File: config.mk
export PLATFORM = sky130hd
export DESIGN_NAME = scr_smi_master
export DESIGN_NICKNAME = d
export VERILOG_FILES = /design/src/rtl/scr_smi_master.sv
export SDC_FILE = /design/constraint.sdc
export NUM_CORES = 1
export LEC_CHECK = 0
export BUFFER_PORTS_ARGS = -buffer_cell sky130_fd_sc_hd__buf_2
export CORE_MARGIN = 10
export CORE_UTILIZATION = 40
export CTS_BUF_LIST = sky130_fd_sc_hd__clkbuf_8
export DETAILED_ROUTE_END_ITERATION = 10
export GPL_ROUTABILITY_DRIVEN = 1
export PLACE_DENSITY = 0.71
export SETUP_SLACK_MARGIN = 0.2
export SLEW_MARGIN = 40
export SYNTH_ARGS = -nofsm -noshare
export SYNTH_HDL_FRONTEND = slang
export SYNTH_SLANG_ARGS = --single-unit
File: constraint.sdc
create_clock -name clk -period 9.8 [get_ports clk]
set_clock_uncertainty 0.05 [all_clocks]
set_input_delay 0 -clock clk [delete_from_list [all_inputs] [get_ports clk]]
set_output_delay 0 -clock clk [all_outputs]
set_load 0.03 [all_outputs]
File: src/rtl/scr_smi_master.sv
// -----------------------------------------------------------------------------
// scr_smi_master
//
// Turns one burst command (read or write, start address, beat count) into a
// sequence of single-beat SMI requests. Only one SMI request is outstanding
// at a time. Read data is returned one rsp beat per SMI response, in address
// order. A write returns one rsp beat carrying the last SMI response.
//
// Ports
//   clk, reset               sole clock; asynchronous active-high reset
//   io_cmd_*                 command channel (valid/ready), accepted in IDLE only
//   io_rsp_*                 response channel to the command issuer
//   io_smi_req_*             SMI request channel (one beat per request)
//   io_smi_resp_*            SMI response channel, accepted in WAIT only
//
// Optional feature
//   SCR_SMI_MASTER_TIMEOUT_EN  When defined, a WAIT that sees no response for
//                              TIMEOUT_CYCLES cycles ends the command with a
//                              single rsp beat flagged err=1, data=0, last=1.
//                              When undefined, WAIT waits forever and
//                              io_rsp_bits_err is tied to 0.
// -----------------------------------------------------------------------------
module scr_smi_master #(
    parameter int TIMEOUT_CYCLES = 255
) (
    input  logic        clk,
    input  logic        reset,

    output logic        io_cmd_ready,
    input  logic        io_cmd_valid,
    input  logic        io_cmd_bits_rw,
    input  logic [5:0]  io_cmd_bits_addr,
    input  logic [63:0] io_cmd_bits_data,
    input  logic [5:0]  io_cmd_bits_len,

    input  logic        io_rsp_ready,
    output logic        io_rsp_valid,
    output logic [63:0] io_rsp_bits_data,
    output logic        io_rsp_bits_last,
    output logic        io_rsp_bits_err,

    input  logic        io_smi_req_ready,
    output logic        io_smi_req_valid,
    output logic        io_smi_req_bits_rw,
    output logic [5:0]  io_smi_req_bits_addr,
    output logic [63:0] io_smi_req_bits_data,

    output logic        io_smi_resp_ready,
    input  logic        io_smi_resp_valid,
    input  logic [63:0] io_smi_resp_bits
);

    typedef enum logic [1:0] {
        IDLE,
        REQ,
        WAIT,
        RSP
    } state_t;

    state_t      state_q, state_d;
    logic        rw_q, rw_d;
    logic [5:0]  addr_q, addr_d;
    logic [5:0]  len_q, len_d;
    logic [5:0]  cnt_q, cnt_d;
    logic [63:0] data_q, data_d;
    logic [63:0] rsp_data_q, rsp_data_d;
    logic        last_beat;

    assign last_beat = (cnt_q == len_q);

`ifdef SCR_SMI_MASTER_TIMEOUT_EN
    localparam logic [7:0] TMO_LAST = 8'(TIMEOUT_CYCLES - 1);

    logic [7:0] tmo_q, tmo_d;
    logic       err_q, err_d;

    // A timed-out beat always ends the command, whatever the beat count says.
    assign io_rsp_bits_err  = err_q;
    assign io_rsp_bits_last = last_beat | err_q;
`else
    logic unused_timeout_cycles;
    assign unused_timeout_cycles = ^TIMEOUT_CYCLES;

    assign io_rsp_bits_err  = 1'b0;
    assign io_rsp_bits_last = last_beat;
`endif

    assign io_rsp_bits_data     = rsp_data_q;
    assign io_smi_req_bits_rw   = rw_q;
    assign io_smi_req_bits_addr = addr_q;
    assign io_smi_req_bits_data = data_q;

    // NOTE: every signal written here gets a default first, so no path
    // through the case statement can leave one unassigned and infer a latch.
    always_comb begin
        state_d    = state_q;
        rw_d       = rw_q;
        addr_d     = addr_q;
        len_d      = len_q;
        cnt_d      = cnt_q;
        data_d     = data_q;
        rsp_data_d = rsp_data_q;
`ifdef SCR_SMI_MASTER_TIMEOUT_EN
        tmo_d      = tmo_q;
        err_d      = err_q;
`endif

        io_cmd_ready      = (state_q == IDLE);
        io_smi_req_valid  = (state_q == REQ);
        io_smi_resp_ready = (state_q == WAIT);
        io_rsp_valid      = (state_q == RSP);

        case (state_q)
            IDLE: begin
                if (io_cmd_valid) begin
                    rw_d    = io_cmd_bits_rw;
                    addr_d  = io_cmd_bits_addr;
                    data_d  = io_cmd_bits_data;
                    len_d   = io_cmd_bits_len;
                    cnt_d   = 6'd0;
                    state_d = REQ;
                end
            end

            REQ: begin
                if (io_smi_req_ready) begin
                    state_d = WAIT;
`ifdef SCR_SMI_MASTER_TIMEOUT_EN
                    tmo_d   = 8'd0;
`endif
                end
            end

            WAIT: begin
                if (io_smi_resp_valid) begin
                    rsp_data_d = io_smi_resp_bits;
                    // Intermediate write beats produce no rsp beat: issue
                    // the next request directly.
                    if (!rw_q || last_beat) begin
                        state_d = RSP;
                    end else begin
                        addr_d  = addr_q + 6'd1;
                        cnt_d   = cnt_q + 6'd1;
                        state_d = REQ;
                    end
                end
`ifdef SCR_SMI_MASTER_TIMEOUT_EN
                else if (tmo_q == TMO_LAST) begin
                    rsp_data_d = 64'd0;
                    err_d      = 1'b1;
                    state_d    = RSP;
                end else begin
                    tmo_d = tmo_q + 8'd1;
                end
`endif
            end

            RSP: begin
                if (io_rsp_ready) begin
`ifdef SCR_SMI_MASTER_TIMEOUT_EN
                    err_d = 1'b0;
`endif
                    if (io_rsp_bits_last) begin
                        state_d = IDLE;
                    end else begin
                        addr_d  = addr_q + 6'd1;
                        cnt_d   = cnt_q + 6'd1;
                        state_d = REQ;
                    end
                end
            end

            default: state_d = IDLE;
        endcase
    end

    // NOTE: state is updated with non-blocking assignments so every register
    // samples the pre-edge values computed above, independent of block order.
    always_ff @(posedge clk or posedge reset) begin
        if (reset) begin
            // NOTE: the datapath registers are reset as well, because their
            // values drive outputs whose reset state is observable.
            state_q    <= IDLE;
            rw_q       <= 1'b0;
            addr_q     <= 6'd0;
            len_q      <= 6'd0;
            cnt_q      <= 6'd0;
            data_q     <= 64'd0;
            rsp_data_q <= 64'd0;
`ifdef SCR_SMI_MASTER_TIMEOUT_EN
            tmo_q      <= 8'd0;
            err_q      <= 1'b0;
`endif
        end else begin
            state_q    <= state_d;
            rw_q       <= rw_d;
            addr_q     <= addr_d;
            len_q      <= len_d;
            cnt_q      <= cnt_d;
            data_q     <= data_d;
            rsp_data_q <= rsp_data_d;
`ifdef SCR_SMI_MASTER_TIMEOUT_EN
            tmo_q      <= tmo_d;
            err_q      <= err_d;
`endif
        end
    end

endmodule

Word level (Yosys, flattened, before mapping)
Index checks and enable logic that the tools add are counted.

Register bits after elaboration: 149. Input port bits: 147. Output and inout port bits: 141.

Add/sub/neg operators: 2. Equality and inequality tests: 10. Mux-type cells: 19. Reductions and logical operators: 8.

Operator list (number): 6-bit two-way mux (10); 6-bit case mux with 3 select lines (2); 6-bit by 1-bit adder with 6-bit output, second input constant (2); 2-bit two-way mux (5); 2-bit != test, second input constant (4); 2-bit case mux with 4 select lines (1); 6-bit equality test (1); 6-bit AND reduction (1); 2-bit equality test, second input constant (2); 2-bit by 1-bit != test with 1-bit output, second input constant (2); 2-bit AND reduction (2); 4-bit AND reduction (1); 3-bit nonzero test (1); 2-bit by 1-bit equality test with 1-bit output, second input constant (1); 2-bit logical NOT (1); 1-bit logical NOT (1); 1-bit logical OR (1); 1-bit two-way mux (1).

Logic depth before layout (Yosys ltp)
Depth in word-level cells: 5. Depth in mapped cells: 7.

Worst setup path after synthesis
OpenSTA, ideal clock, no wires.

Kind: reg2reg. From: register state_q[1]. To: register rsp_data_q[0] (netlist: io_rsp_bits_data[0]). Setup time: 0.125 ns. Arrival: 1.716 ns. Data required time: 9.625 ns. Slack: 7.910 ns. Stages on the path, launching flop included: 7. Clock period less this slack: 1.890 ns. Cell sequence: dfrtp_1 > buf_6 > inv_1 > nor2_1 > nand2_2 > buf_2 > mux2_2.

Longest elaborated chain between the ends: 2.

RTL lines: from (decl) (RTL line 60) `state_t state_q, state_d;`; from (signal assigned) (RTL line 195) `state_q <= state_d;`; 2-bit equality test; named net io_smi_resp_ready (RTL line 48) `output logic io_smi_resp_ready,`; 2-bit AND reduction (no line); to (signal assigned) (RTL line 201) `rsp_data_q <= rsp_data_d;`; to (decl) (RTL line 66) `logic [63:0] rsp_data_q, rsp_data_d;`.

The timed path passes the listed nets, and every way through them passes these cells. A chain may end at the register's enable or synchronous reset.

Worst setup path after layout
From: register state_q[1]. To: register rsp_data_q[22] (netlist: io_rsp_bits_data[22]).

Longest elaborated chain between the ends: 2.

RTL lines: 2-bit equality test (RTL line 113) `case (state_q)`; 2-bit AND reduction (no line).

Every way passes these cells.

==> run summary <==
Run status = finished, final reports clean
Filler instances = 1057
Cell chosen for the clock root = sky130_fd_sc_hd__clkbuf_8
Combined buffer and inverter count along the critical path = 2
Maximum net fanout on the critical path = 64
Pwr dens = 340 mW/mm2
Vias after detailed routing = 4875
Worst slew margin relative to its limit = 45.5%
Global-route usage over all layers = 18.4%
Effective utilization at floorplan = 40.7%
Post-route non-filler standard cell count = 1021
X dimension of the die = 142 um
Die height = 142 um
Total wire length = 18800 um
Max-slew violations = 0
Final setup viols = 0
Drt first-iter violations = 149
First-pass GRT wire length = 29300 um
Met1 global-route usage = 17.8%
Layout cell share with drive strength beyond 1 = 55.4%
Post-synth EDFFs = 0
Total power = 3180 uW
Hold Path Stages = 4
Number of iterations in the first detailed-routing pass = 4
Leading register cell type out of synthesis = sky130_fd_sc_hd__dfrtp_1
Num CTS Buffers = 17
Cell row count = 44
Number of global-route vias before repair = 5578
Synthesized instance count = 388
Number of nets in the layout = 971
Final design instance area without fill = 0.00934 mm2
Critical Path End Type = flip-flop
HPWL Detailed = 12300 um
Source-to-sink clock delay at the later pin of the worst-skew pair = 0.44 ns
Distinct cells, synth = 40
Crit-path cells = inv_1, nor2_1, nand2_2, buf_4, mux2_2
Hold Vio Cnt, Final = 0
Core outline area = 0.0145 mm2
RSZ-0062 raised after global routing = no
Data required, critical path = 10.08 ns
Max-cap viol count = 0
Peak supply drop = 0.200 mV
Clock-pin transition on the worst setup and hold timing paths = 0.08 ns
Routed wirelength normalized by instance count = 18.4 um
Transition time at the pin with the least slew margin = 0.818 ns
Arr. time, crit path = 2.57 ns
Number of design rule violations left after detail routing = 0
Post-synthesis sequential element count = 149
Hold Crit Class = in -> reg
Period Utilization, post-route = 23.4%
Upper clock frequency limit = 0.436 GHz
Synthesized area per cell = 15.2 um2
Longest Clk Path Bufs = 2
Mean number of vias per cell = 4.77
Number of warnings reported in the yosys synthesis log = 0
Met3 track utilization from global routing = 7.31%
Largest net degree at the start of global routing = 78
Share of the yosys chip area belonging to registers = 63.0%
Cells on worst reg2reg path = 5
Net Count, Synth = 537
Number of H-tree levels = 4
CTS tree = built
Antenna violations before repair = 5
Final weighted congestion of routability-driven global placement = 0.851
Final critical delay including setup and external delays = 2.29 ns
Number of instances in the placed design = 841
GR peak layer = met2
Leakage = 0.00452 uW
Die Footprint = 0.0201 mm2
Critical Path Stages = 5
Instance area at placement = 0.00750 mm2
Delay of the slowest critical-path stage = 0.60 ns
# port buffers = 286
Synth async-reset ratio = 100%
Number of placed I/O pins = 288
Cell Area, Synth = 0.00592 mm2
Congestion Overflow GR = 0
Fin worst setup slack = 7.51 ns
Most common cell after layout, fill and taps aside = sky130_fd_sc_hd__buf_2
Relative area change from synthesis to final layout = 57.9%
Quantity of gates resized following cts = 0
Commonest cells after routing, fill and taps aside = 286 x sky130_fd_sc_hd__buf_2, 148 x sky130_fd_sc_hd__dfrtp_1, 146 x sky130_fd_sc_hd__dlygate4sd3_1
Setup Slack @ Placement = 7.30 ns
Cell at the slowest stage of the critical path = sky130_fd_sc_hd__buf_4
Critical path class = reg -> reg
Clk sink count = 149
Met2 routing resource usage after global routing = 33.4%
Category of cells accounting for the largest share of critical-path delay = buffers and inverters
Sum of negative setup slack = 0 ns
Count of antenna-violating nets left after detailed routing = 0
Critical path startpoint category = flip-flop
==> Yosys cell counts, types with 2 or more instances <==
cell	instances	area share [%]
sky130_fd_sc_hd__dfrtp_1	149	63
sky130_fd_sc_hd__mux2_2	135	26
sky130_fd_sc_hd__buf_2	15	1.3
sky130_fd_sc_hd__nor2_1	10	0.63
sky130_fd_sc_hd__nand2_1	7	0.44
sky130_fd_sc_hd__nand3_1	7	0.59
sky130_fd_sc_hd__xor2_1	6	0.89
sky130_fd_sc_hd__a21oi_1	5	0.42
sky130_fd_sc_hd__inv_1	5	0.32
sky130_fd_sc_hd__o21ai_0	5	0.42
sky130_fd_sc_hd__and3_1	4	0.42
sky130_fd_sc_hd__mux2i_1	4	0.68
sky130_fd_sc_hd__a32o_1	3	0.51
sky130_fd_sc_hd__buf_6	2	0.38
sky130_fd_sc_hd__clkbuf_1	2	0.13
sky130_fd_sc_hd__ha_1	2	0.42
sky130_fd_sc_hd__nand2_2	2	0.21
sky130_fd_sc_hd__nand2b_1	2	0.21
sky130_fd_sc_hd__o22ai_1	2	0.21
==> final cells by class <==
| class | count | area [um2] | share of cell area (%) |
|---|---|---|---|
| antenna | 5 | 12.5 | 0.134 |
| inverter | 5 | 23.8 | 0.254 |
| clock buffer | 18 | 248 | 2.65 |
| tap | 184 | 230 | 2.46 |
| clock inverter | 11 | 113 | 1.21 |
| sequential | 149 | 3730 | 39.9 |
| multi-input combinational | 214 | 2060 | 22.1 |
| timing repair buffer | 435 | 2920 | 31.3 |
==> cell families after synthesis <==
group                      Yosys count  synth area share (%)
muxes                              139                  26.4
and+or+nand+nor                     43                  4.23
AOI/OAI and AO/OA                   23                  2.79
adders and majority gates            2                 0.423
buffers and inverters               25                  2.22
xor gates and xnor gates             6                 0.888
other                                1                0.0634
DFF                                149                  63.0
==> per-stage QoR <==
stage | utilization (%) | hold slack [ns]
2_1_floorplan | - | 0.0794
3_3_place_gp | 51.6 | 0.0796
3_5_place_dp | 51.6 | 0.101
4_1_cts | 64.2 | 0.00477
5_1_grt | 64.3 | 0.0253
6_report | 64.3 | 0.0509
==> routing by layer <==
metal	wire length, um	vias to the layer above	part of all wire [%]
met1	6390	2408	34
li1	-	2238	-
met2	10400	191	55
met3	1520	38	8.1
met5	0	-	0
met4	497	0	2.6
==> flip-flops by register name (all words and copies together), names as in the netlist <==
signal	count
cnt_q	6
io_rsp_bits_data	64
io_smi_req_bits_addr	6
io_smi_req_bits_data	64
io_smi_req_bits_rw	1
len_q	6
state_q	2
==> what timing repair did <==
action / in CTS / in global routing
hold buffers: 146 / 0
buffers inserted: 0 / 0
hold endpoints to repair: 215 / 0
==> worst register-to-register path, stage by stage, from the launching register on <==
cell	delay [ns]
sky130_fd_sc_hd__dfrtp_2	0.59
sky130_fd_sc_hd__inv_1	0.25
sky130_fd_sc_hd__nor2_1	0.10
sky130_fd_sc_hd__nand2_2	0.09
sky130_fd_sc_hd__buf_4	0.60
sky130_fd_sc_hd__mux2_2	0.50
==> report_power, final <==
group	total, uW	switching, uW	leakage, uW	internal (uW)
Clock	444	218	0.000193	226
Combinational	1620	1010	0.00256	602
Sequential	1120	192	0.00177	925
Total	3180	1420	0.00452	1750
==> worst paths after layout <==
path                                         startpoint                       to  slack, ns
max in group asynchronous                         reset      io_rsp_bits_data[3]       8.38
worst max-delay path                         state_q[1]     io_rsp_bits_data[22]       7.51
min in group asynchronous                         reset     io_rsp_bits_data[16]       0.18
worst min register to register  io_smi_req_bits_data[8]  io_smi_req_bits_data[8]       0.45
worst max register to register               state_q[1]     io_rsp_bits_data[22]       7.51
worst min-delay path                       io_rsp_ready  io_smi_req_bits_addr[2]       0.05
Note: power is estimated with default switching activity, not from simulation.
